### config.mk
export PLATFORM = sky130hd
export DESIGN_NAME = march_bist_engine
export DESIGN_NICKNAME = d
export VERILOG_FILES = /design/src/rtl/march_bist_engine.sv
export SDC_FILE = /design/constraint.sdc
export NUM_CORES = 1
export LEC_CHECK = 0
export ABC_CLOCK_PERIOD_IN_PS = 3870
export BUFFER_PORTS_ARGS = -buffer_cell sky130_fd_sc_hd__buf_4
export CORE_UTILIZATION = 43
export CTS_CLUSTER_SIZE = 20
export DETAILED_ROUTE_END_ITERATION = 10
export GPL_TIMING_DRIVEN = 0
export PLACE_DENSITY = 0.75
export SLEW_MARGIN = 20
export SYNTH_ARGS = -nofsm -noshare
export SYNTH_HDL_FRONTEND = slang
export SYNTH_SLANG_ARGS = --single-unit
export TNS_END_PERCENT = 1
### constraint.sdc
create_clock -name clk -period 3.87 [get_ports clk]
set_input_delay 0.774 -clock clk [delete_from_list [all_inputs] [get_ports clk]]
set_output_delay 0.774 -clock clk [all_outputs]
set_load 0.05 [all_outputs]
### src/rtl/march_bist_engine.sv
// march_bist_engine
//   March C- self-test sequencer for a synchronous single-port SRAM with
//   per-lane write enables. Runs M0..M5 over addresses 0..DEPTH-1 for each
//   lane in turn, compares reads against the selected background, streams
//   one error record per failing read and reports pass/fail at the end.
//
// Ports
//   clk, reset          clock, synchronous active-high reset
//   start, bg_sel       run request; background (0 solid, 1 checkerboard)
//   busy, done, pass    run status (pass valid while done)
//   mem_addr/we/re      SRAM address, one-hot lane write enable, read strobe
//   mem_wdata/rdata     lane word replicated on write; full-width read data
//   err_valid/addr/lane/elem/syn/bit/multi   per-failure record
//   err_cnt             saturating failure count
module march_bist_engine #(
  parameter int ADDR_W    = 17,
  parameter int DEPTH     = 131072,
  parameter int LANE_W    = 8,
  parameter int LANES     = 2,
  parameter int ERR_CNT_W = 8,
  localparam int LANE_IDX_W = (LANES > 1) ? $clog2(LANES) : 1,
  localparam int BIT_W      = (LANE_W > 1) ? $clog2(LANE_W) : 1
) (
  input  logic                    clk,
  input  logic                    reset,
  input  logic                    start,
  input  logic                    bg_sel,
  output logic                    busy,
  output logic                    done,
  output logic                    pass,
  output logic [ADDR_W-1:0]       mem_addr,
  output logic [LANES-1:0]        mem_we,
  output logic                    mem_re,
  output logic [LANES*LANE_W-1:0] mem_wdata,
  input  logic [LANES*LANE_W-1:0] mem_rdata,
  output logic                    err_valid,
  output logic [ADDR_W-1:0]       err_addr,
  output logic [LANE_IDX_W-1:0]   err_lane,
  output logic [2:0]              err_elem,
  output logic [LANE_W-1:0]       err_syn,
  output logic [BIT_W-1:0]        err_bit,
  output logic                    err_multi,
  output logic [ERR_CNT_W-1:0]    err_cnt
);

  localparam logic [1:0] S_IDLE  = 2'd0;
  localparam logic [1:0] S_RUN   = 2'd1;
  localparam logic [1:0] S_DRAIN = 2'd2;
  localparam logic [1:0] S_DONE  = 2'd3;

  localparam logic [ADDR_W-1:0]     LAST_IDX  = ADDR_W'(DEPTH - 1);
  localparam logic [LANE_IDX_W-1:0] LAST_LANE = LANE_IDX_W'(LANES - 1);

  // sequencer state: counters describe the next operation to issue
  logic [1:0]            state_q, state_d;
  logic                  drain_q, drain_d;
  logic                  bg_q, bg_d;
  logic [LANE_IDX_W-1:0] lane_q, lane_d;
  logic [2:0]            elem_q, elem_d;
  logic [ADDR_W-1:0]     idx_q, idx_d;
  logic                  ph_q, ph_d;

  // issue stage (drives the SRAM) and its read context
  logic [LANES-1:0]      we_q;
  logic                  re_q;
  logic [ADDR_W-1:0]     addr_q;
  logic [LANE_W-1:0]     wdata_q;
  logic [LANE_IDX_W-1:0] rd_lane_q;
  logic [2:0]            rd_elem_q;
  logic [LANE_W-1:0]     rd_exp_q;

  // compare stage: aligned with mem_rdata
  logic                  pend_v_q;
  logic [ADDR_W-1:0]     pend_addr_q;
  logic [LANE_IDX_W-1:0] pend_lane_q;
  logic [2:0]            pend_elem_q;
  logic [LANE_W-1:0]     pend_exp_q;

  // result registers
  logic                  err_valid_q;
  logic [ADDR_W-1:0]     err_addr_q;
  logic [LANE_IDX_W-1:0] err_lane_q;
  logic [2:0]            err_elem_q;
  logic [LANE_W-1:0]     err_syn_q;
  logic [BIT_W-1:0]      err_bit_q;
  logic                  err_multi_q;
  logic [ERR_CNT_W-1:0]  err_cnt_q;
  logic                  err_seen_q;
  logic                  done_q;
  logic                  pass_q;

  // combinational
  logic                  starting, issue, two_op, is_read, bit_val, last_op;
  logic [LANE_IDX_W-1:0] c_lane;
  logic [2:0]            c_elem;
  logic [ADDR_W-1:0]     c_idx, c_addr;
  logic                  c_ph, c_bg;
  logic [LANE_W-1:0]     c_data;
  logic [LANES-1:0]      we_mask;
  logic [LANE_W-1:0]     rd_slice, syn;
  logic                  mismatch, found, multi;
  logic [BIT_W-1:0]      low_bit;

  // The first operation is issued on the same edge that accepts start, so
  // the current-op view is forced to lane 0 / M0 / index 0 while starting.
  always_comb begin
    starting = start && (state_q == S_IDLE || state_q == S_DONE);
    issue    = starting || (state_q == S_RUN);
    c_lane   = starting ? '0 : lane_q;
    c_elem   = starting ? '0 : elem_q;
    c_idx    = starting ? '0 : idx_q;
    c_ph     = starting ? 1'b0 : ph_q;
    c_bg     = starting ? bg_sel : bg_q;

    two_op  = (c_elem >= 3'd1) && (c_elem <= 3'd4);
    is_read = (c_elem == 3'd5) || (two_op && !c_ph);
    c_addr  = (c_elem == 3'd3 || c_elem == 3'd4) ? (LAST_IDX - c_idx) : c_idx;
    bit_val = is_read ? (c_elem == 3'd2 || c_elem == 3'd4)
                      : (c_elem == 3'd1 || c_elem == 3'd3);
    c_data  = {LANE_W{bit_val ^ (c_bg & c_addr[0])}};

    we_mask = '0;
    for (int unsigned l = 0; l < LANES; l++)
      we_mask[l] = (c_lane == LANE_IDX_W'(l));

    lane_d  = lane_q;
    elem_d  = elem_q;
    idx_d   = idx_q;
    ph_d    = ph_q;
    last_op = 1'b0;
    if (issue) begin
      lane_d = c_lane;
      elem_d = c_elem;
      idx_d  = c_idx;
      ph_d   = 1'b0;
      if (two_op && !c_ph) begin
        ph_d = 1'b1;
      end else if (c_idx != LAST_IDX) begin
        idx_d = c_idx + 1'b1;
      end else begin
        idx_d = '0;
        if (c_elem != 3'd5) begin
          elem_d = c_elem + 3'd1;
        end else begin
          elem_d = '0;
          if (c_lane == LAST_LANE) last_op = 1'b1;
          else                     lane_d  = c_lane + 1'b1;
        end
      end
    end

    state_d = state_q;
    drain_d = drain_q;
    bg_d    = bg_q;
    if (starting) begin
      state_d = S_RUN;
      bg_d    = bg_sel;
    end else begin
      case (state_q)
        S_RUN: if (last_op) begin
          state_d = S_DRAIN;
          drain_d = 1'b0;
        end
        S_DRAIN: begin
          drain_d = 1'b1;
          if (drain_q) state_d = S_DONE;
        end
        default: ;
      endcase
    end
  end

  // compare against the lane the read was issued for
  always_comb begin
    rd_slice = '0;
    for (int unsigned l = 0; l < LANES; l++)
      if (pend_lane_q == LANE_IDX_W'(l)) rd_slice = mem_rdata[l*LANE_W +: LANE_W];
    syn      = rd_slice ^ pend_exp_q;
    mismatch = pend_v_q && (syn != '0);
    multi    = (syn & (syn - 1'b1)) != '0;
    low_bit  = '0;
    found    = 1'b0;
    for (int unsigned b = 0; b < LANE_W; b++) begin
      if (syn[b] && !found) begin
        low_bit = BIT_W'(b);
        found   = 1'b1;
      end
    end
  end

  always_ff @(posedge clk) begin
    if (reset) begin
      state_q     <= S_IDLE;
      drain_q     <= 1'b0;
      bg_q        <= 1'b0;
      lane_q      <= '0;
      elem_q      <= '0;
      idx_q       <= '0;
      ph_q        <= 1'b0;
      we_q        <= '0;
      re_q        <= 1'b0;
      addr_q      <= '0;
      wdata_q     <= '0;
      rd_lane_q   <= '0;
      rd_elem_q   <= '0;
      rd_exp_q    <= '0;
      pend_v_q    <= 1'b0;
      pend_addr_q <= '0;
      pend_lane_q <= '0;
      pend_elem_q <= '0;
      pend_exp_q  <= '0;
      err_valid_q <= 1'b0;
      err_addr_q  <= '0;
      err_lane_q  <= '0;
      err_elem_q  <= '0;
      err_syn_q   <= '0;
      err_bit_q   <= '0;
      err_multi_q <= 1'b0;
      err_cnt_q   <= '0;
      err_seen_q  <= 1'b0;
      done_q      <= 1'b0;
      pass_q      <= 1'b0;
    end else begin
      state_q <= state_d;
      drain_q <= drain_d;
      bg_q    <= bg_d;
      lane_q  <= lane_d;
      elem_q  <= elem_d;
      idx_q   <= idx_d;
      ph_q    <= ph_d;

      we_q <= (issue && !is_read) ? we_mask : '0;
      re_q <= issue && is_read;
      if (issue) begin
        addr_q    <= c_addr;
        rd_lane_q <= c_lane;
        rd_elem_q <= c_elem;
        rd_exp_q  <= c_data;
        if (!is_read) wdata_q <= c_data;
      end

      pend_v_q    <= re_q;
      pend_addr_q <= addr_q;
      pend_lane_q <= rd_lane_q;
      pend_elem_q <= rd_elem_q;
      pend_exp_q  <= rd_exp_q;

      err_valid_q <= mismatch;
      if (mismatch) begin
        err_addr_q  <= pend_addr_q;
        err_lane_q  <= pend_lane_q;
        err_elem_q  <= pend_elem_q;
        err_syn_q   <= syn;
        err_bit_q   <= low_bit;
        err_multi_q <= multi;
      end

      if (starting) begin
        err_cnt_q  <= '0;
        err_seen_q <= 1'b0;
        done_q     <= 1'b0;
        pass_q     <= 1'b0;
      end else begin
        if (mismatch) begin
          err_seen_q <= 1'b1;
          if (err_cnt_q != '1) err_cnt_q <= err_cnt_q + 1'b1;
        end
        // the final read's compare lands on the same edge that ends DRAIN
        if (state_q == S_DRAIN && drain_q) begin
          done_q <= 1'b1;
          pass_q <= !(err_seen_q || mismatch);
        end
      end
    end
  end

  assign busy      = (state_q == S_RUN) || (state_q == S_DRAIN);
  assign done      = done_q;
  assign pass      = pass_q;
  assign mem_addr  = addr_q;
  assign mem_we    = we_q;
  assign mem_re    = re_q;
  assign mem_wdata = {LANES{wdata_q}};
  assign err_valid = err_valid_q;
  assign err_addr  = err_addr_q;
  assign err_lane  = err_lane_q;
  assign err_elem  = err_elem_q;
  assign err_syn   = err_syn_q;
  assign err_bit   = err_bit_q;
  assign err_multi = err_multi_q;
  assign err_cnt   = err_cnt_q;

endmodule
==> qor.txt, run 1 <==
Die Width: 117 um
Share of cells above drive strength 1: 22.5%
Asr flop ratio synth: 0%
Die height: 117 um
Outcome: finished clean
Layout net count: 829
Die area: 13600 um^2
CP Launch Type: flip-flop
Area grow syn2layout: 28.6%
Worst-Skew Late Latency: 0.42 ns
Final hold vios: 0
Slowest cell on crit path: ha_1
# diodes: 0
Slew Limit Fails: 0
H-tree Lvls: 4
Drt wl/cell: 15.6 um
Global route overflow: 0
Synth warn: 0
Via count: 5292
Seq. cell area: 2400 um^2
Mapped Cells: 681
Final min period: 3.69 ns
MaxCap Viol Count: 0
# rows: 41
Hold slack: 0.434 ns
Clock slew at reported path FFs: 0.05 ns
Register area share after synthesis: 42.6%
CP Max Fanout: 10
Mapped Nets: 707
Post-synth EDFFs: 0
Final ANT Viol Nets: 0
Flops & latches, synth: 120
Avg Vias per Cell: 5.36
IO Port Bufs: 100
Worst-case clock skew: 0.00674 ns
# IOs: 101
Critical Path AT: 3.97 ns
Library cells used by synthesis: 69
DP Wirelength: 10800 um
Worst Path Buf+Inv: 4
Multi-input gate area: 2910 um^2
Post-synth top cells: dfxtp_1, nand2_1, a21oi_1
Post-synth top area share: 42.6%
Initial Utilization: 44.4%
Detailed Route WL: 15400 um
Top delay family on crit path: simple AND/OR/NAND/NOR gates
CTS tree: yes
Number of global-route vias before repair: 4645
First-pass GRT wire length: 24100 um
Delay of the slowest critical-path stage: 0.38 ns
Core box area: 12700 um^2
Power Total: 3.40 mW
GRT Util Overall: 23.4%
Crit path required time: 4.14 ns
Maximum vdd drop: 0.284 mV
GPL Wtd Cong: 0.921
Most common cell in the netlist: dfxtp_1
Post-CTS Hold Fix Bufs: 0
Critical Path End Type: flip-flop
CTS root buf: clkbuf_16
Pre-antenna DRT Iters: 7
Largest net degree at the start of global routing: 18
DRC violations left: 0
Leakage power: 2.78 nW
1st-iter DRT viols: 519
CTS Sinks: 120
Cell taking the most area after synthesis: dfxtp_1
RSZ-0062 raised after global routing: no
Cells along the critical path: inv_1 -> ha_1 -> nand2_2 -> clkbuf_4 -> and2_1 -> ha_1 -> nand4_1 -> nor4_2 -> ha_2 -> inv_1 -> a31oi_2 -> clkbuf_4 -> nand2_1 -> o31ai_1 -> a21oi_1
CTS max path bufs: 2
Worst Hold Class: flip-flop to flip-flop
PD cells: 469 nW/um^2
Slew HR: 43.1%
Actual slew at the worst max-slew pin: 0.854 ns
TritonCTS Buffers: 17
Setup Crit Path Kind: flip-flop to flip-flop
Final Core Density: 57.1%
FILL cells: 1201
Antenna violations before repair: 0
F_max: 271 MHz
Post-Syn Area: 5640 um^2
Final setup violation count: 0
Ranking of synthesized cells by area: dfxtp_1, nand2_1, a21oi_1
Avg Synthesized Cell Area: 8.29 um^2
Final Cycle Share: 95.5%
Primary FF master, synth: dfxtp_1
-- final timing paths --
path / start / end / slack (ns) / cells past startpoint
hold reg to reg: pend_addr_q[6]$_SDFF_PP0_ / err_addr[6]$_SDFFE_PP0P_ / 0.43 / 2
setup reg to reg: state_q[0]$_SDFFE_PP0P_ / state_q[0]$_SDFFE_PP0P_ / 0.18 / 15
setup / recovery: state_q[0]$_SDFFE_PP0P_ / state_q[0]$_SDFFE_PP0P_ / 0.18 / 15
hold / removal: pend_addr_q[6]$_SDFF_PP0_ / err_addr[6]$_SDFFE_PP0P_ / 0.43 / 2
-- what timing repair did --
action	in CTS	in global routing
hold endpoints to repair	0	0
pin swaps	0	2
buffers inserted	0	3
resized for setup	6	5
endpoints found under the setup margin	15	33
-- flip-flops by register name (all words and copies together) (netlist names), 2 cells and up --
register	flops
err_addr	17
idx_q	17
mem_addr	17
pend_addr_q	17
err_cnt	8
err_syn	8
elem_q	3
err_bit	3
err_elem	3
pend_elem_q	3
rd_elem_q	3
mem_we	2
state_q	2
-- power by group --
group	leakage [nW]	total, mW	internal, mW	switching [mW]
sequential	0.970	1.29	1.27	0.0258
combinational	1.53	0.506	0.161	0.345
clock	0.285	1.61	1.02	0.589
-- through the flow --
stage          cell area (um^2)  instances  setup slack, ns  TNS [ns]
2_1_floorplan              5640        681            0.495         0
3_3_place_gp               6610        953           -0.556     -5.21
3_5_place_dp               6610        953           -0.586     -5.79
4_1_cts                    7230        984           0.0206         0
5_1_grt                    7260        987           0.0501         0
6_report                   7260        987            0.175         0
-- routing by layer --
metal	vias to the layer above	track usage (%)	share of wire, %
met4	0	10.1	2.1
met2	186	36.7	47
met5	-	0	0
met1	2432	30.3	44
met3	36	6.23	6.9
li1	2638	-	-
-- cell families after synthesis --
kind of cell / synth area share [%]
flops: 42.6
simple gates: 25.0
mux: 4.35
fa+ha+maj: 1.33
buf+inv: 6.23
compound gates: 17.9
xor+xnor: 2.64
-- tightest hold or removal path: stages (launching register included) --
cell and delay, ns:
dfxtp_1 0.29, nand2_1 0.05, a21oi_1 0.05
-- cells in the final DEF, fill, tap and decap left out, drive strengths merged, types with 3 or more instances in the layout --
cell	n
a211oi	4
a21oi	76
a221oi	4
a31o	4
a31oi	11
a32oi	4
and2	4
and3	13
and4	3
and4b	3
buf	130
bufinv	3
clkbuf	50
clkinv	5
clkinvlp	3
dfxtp	120
ha	6
inv	12
mux2i	20
nand2	101
nand3	27
nand3b	3
nand4	6
nor2	59
nor2b	24
nor3	16
nor4	4
o211ai	3
o21ai	34
or2	4
or3	8
xnor2	16
-- cell type report --
| type | instances | area share, % |
|---|---|---|
| repair buffers | 103 | 10.7 |
| multi-input cells | 492 | 40.0 |
| well taps | 172 | 2.96 |
| plain buffers | 59 | 4.45 |
| flip-flops and latches | 120 | 33.1 |
| inverters | 10 | 0.517 |
| clock buffers | 18 | 5.91 |
| clock inverters | 13 | 2.38 |
Note: power is estimated with default switching activity, not from simulation.
==> run 2: changes to the inputs <==
--- a/config.mk
+++ b/config.mk
@@ -8,6 +8,7 @@
 export ABC_CLOCK_PERIOD_IN_PS = 3870
 export BUFFER_PORTS_ARGS = -buffer_cell sky130_fd_sc_hd__buf_4
 export CORE_UTILIZATION = 43
+export CTS_BUF_LIST = sky130_fd_sc_hd__clkbuf_4
 export CTS_CLUSTER_SIZE = 20
 export DETAILED_ROUTE_END_ITERATION = 10
 export GPL_TIMING_DRIVEN = 0
==> run 2 against run 1 <==
Effect of this change: utilization shrank 2.3 points; combinational power about the same; fmax up 0.47%; flip-flop and latch count stayed put.
==> qor.txt, run 2 (same netlist as run 1, synthesis figures left out) <==
Final Core Density: 54.8% (-2.3 points)
Global route overflow: 0 (unchanged)
1st-iter DRT viols: 490 (-5.6%)
DP Wirelength: 10800 um (unchanged)
Number of global-route vias before repair: 4585 (-1.3%)
Drt wl/cell: 15.4 um (-1.3%)
Final min period: 3.68 ns (-0.0173 ns)
CP Launch Type: flip-flop
Placed cell count: 953 (unchanged)
IO Port Bufs: 100 (unchanged)
Outcome: finished clean
Actual slew at the worst max-slew pin: 0.827 ns (-0.0271 ns)
Initial Utilization: 44.4% (unchanged)
F_max: 272 MHz (+0.47%)
R2r setup slk: 0.19 ns (+0.02 ns)
Worst Setup SP: state_q[0]$_SDFFE_PP0P_
Layout net count: 829 (unchanged)
Slew Limit Fails: 0 (unchanged)
Share of power burned in registers: 46.7% (+8.8 points)
CP Max Fanout: 10 (unchanged)
P_sw: 874 uW (-8.9%)
Internal Power: 1.88 mW (-23%)
PD cells: 396 nW/um^2 (-15%)
CTS root buf: clkbuf_4
Final setup violation count: 0 (unchanged)
Antenna violations before repair: 0 (unchanged)
Die Width: 117 um (unchanged)
Worst-Skew Late Latency: 0.54 ns (+0.12 ns)
Maximum vdd drop: 0.197 mV (-30%)
# diodes: 0 (unchanged)
Final hold vios: 0 (unchanged)
Capture point of the worst path: state_q[0]$_SDFFE_PP0P_
Avg Vias per Cell: 5.35 (-0.30%)
Worst Setup Slack, final: 0.192 ns (+0.0173 ns)
CTS max path bufs: 2 (unchanged)
Most frequent cells in the layout: buf_4, dfxtp_1, nand2_1
Die area: 13600 um^2 (unchanged)
Setup Crit Path Kind: flip-flop to flip-flop
H-tree Lvls: 4 (unchanged)
Clock Power Share: 34.9% (-12 points)
Critical Path AT: 4.07 ns (+0.10 ns)
Power Total: 2.76 mW (-19%)
Core box area: 12700 um^2 (unchanged)
Commonest non-fill, non-tap cell in the layout: buf_4
Worst Hold Class: flip-flop to flip-flop
Largest net degree at the start of global routing: 18 (unchanged)
GRT Util Overall: 23.1% (-0.32 points)
Critical Path End Type: flip-flop
CTS tree: yes
GPL Wtd Cong: 0.921 (unchanged)
# rows: 41 (unchanged)
Detailed Route WL: 15200 um (-1.3%)
Final Cycle Share: 95.0% (-0.45 points)
Worst R2R End: state_q[0]$_SDFFE_PP0P_
Gate power share: 18.3% (+3.4 points)
Non-Filler Instances: 987 (unchanged)
R2R cell count: 15 (unchanged)
WHS Path Cells: 2 (unchanged)
CTS Sinks: 120 (unchanged)
Area grow syn2layout: 23.4%
RR Startpoint: state_q[0]$_SDFFE_PP0P_
Pre-antenna DRT Iters: 6 (-1)
Slew HR: 44.9% (+1.8 points)
# IOs: 101 (unchanged)
First-pass GRT wire length: 23700 um (-1.5%)
Die height: 117 um (unchanged)
Share of cells above drive strength 1: 22.6% (+0.12 points)
TritonCTS Buffers: 17 (unchanged)
Clock slew at reported path FFs: 0.10 ns (+0.05 ns)
Via count: 5276 (-0.30%)
Crit path required time: 4.27 ns (+0.13 ns)
DRC violations left: 0 (unchanged)
DP Worst Slack: -0.586 ns (unchanged)
Final ANT Viol Nets: 0 (unchanged)
RSZ-0062 raised after global routing: no
Worst-case clock skew: 0.0156 ns (+0.00891 ns)
Leakage power: 2.65 nW (-4.6%)
Switching share of power: 31.7% (+3.5 points)
MaxCap Viol Count: 0 (unchanged)
run 2: cell types whose count changed in the layout (fill, tap and decap cells not counted):
cell | before | now
clkbuf_1 | 30 | 29
clkbuf_16 | 17 | 0
clkbuf_4 | 2 | 20
run 2: power groups by stage:
stage / Combinational [mW] / Clock, mW / Sequential, mW
3_5_place_dp: 0.498 / 0 / 1.32
5_1_grt: 0.539 / 1.05 / 1.29
3_3_place_gp: 0.494 / 0 / 1.32
4_1_cts: 0.500 / 0.982 / 1.29
6_report: 0.506 / 0.964 / 1.29
2_1_floorplan: 0.300 / 0 / 1.36
run 2: how the worst min path moves through the flow:
stage | startpoint | endpoint
floorplan | pend_addr_q[0]$_SDFF_PP0_ | err_addr[0]$_SDFFE_PP0P_
global placement | pend_addr_q[9]$_SDFF_PP0_ | err_addr[9]$_SDFFE_PP0P_
detailed placement | pend_addr_q[10]$_SDFF_PP0_ | err_addr[10]$_SDFFE_PP0P_
CTS | pend_addr_q[13]$_SDFF_PP0_ | err_addr[13]$_SDFFE_PP0P_
global route | pend_addr_q[8]$_SDFF_PP0_ | err_addr[8]$_SDFFE_PP0P_
finish | pend_addr_q[6]$_SDFF_PP0_ | err_addr[6]$_SDFFE_PP0P_
run 2: per-stage QoR:
| step | setup TNS [ns] | hold WS, ns | instance area, um^2 |
|---|---|---|---|
| 4_1_cts | 0 | 0.443 | 6940 |
| 3_5_place_dp | -5.79 | 0.428 | 6610 |
| 3_3_place_gp | -5.21 | 0.422 | 6610 |
| 5_1_grt | 0 | 0.459 | 6970 |
| 2_1_floorplan | 0 | 0.417 | 5640 |
| 6_report | 0 | 0.441 | 6970 |
run 2: layer usage:
metal  wire length (um)  part of all wire [%]  global-route usage, %  vias to the layer above
met5                  0                     0                      0                        -
met4                198                   1.3                   8.52                        0
met3               1070                   7.1                   7.27                       21
met2               7140                    47                   36.3                      188
met1               6770                    45                   29.7                     2431
li1                   -                     -                      -                     2636
run 2: cell type report:
| cell class | instances | area [um^2] |
|---|---|---|
| multi-input cells | 492 | 2910 |
| clock buffers | 18 | 135 |
| fillers | 1249 | 5760 |
| well taps | 172 | 215 |
| flip-flops and latches | 120 | 2400 |
| repair buffers | 103 | 773 |
| plain buffers | 59 | 323 |
| inverters | 10 | 37.5 |
| clock inverters | 13 | 173 |
run 2: timing repair:
action | in CTS | in global routing
setup endpoints to repair | 15 | 32
hold buffers | 0 | 0
pin swaps | 0 | 2
setup buffers | 0 | 3
resized for setup | 6 | 5
run 2: worst max-delay path, cell delays in order, from the launching register on:
cell	delay [ns]
dfxtp_1	0.39
inv_1	0.07
ha_1	0.38
nand2_2	0.18
clkbuf_4	0.23
and2_1	0.22
ha_1	0.24
nand4_1	0.21
nor4_2	0.26
ha_2	0.29
inv_1	0.10
a31oi_2	0.26
clkbuf_4	0.28
nand2_1	0.12
o31ai_1	0.23
a21oi_1	0.09
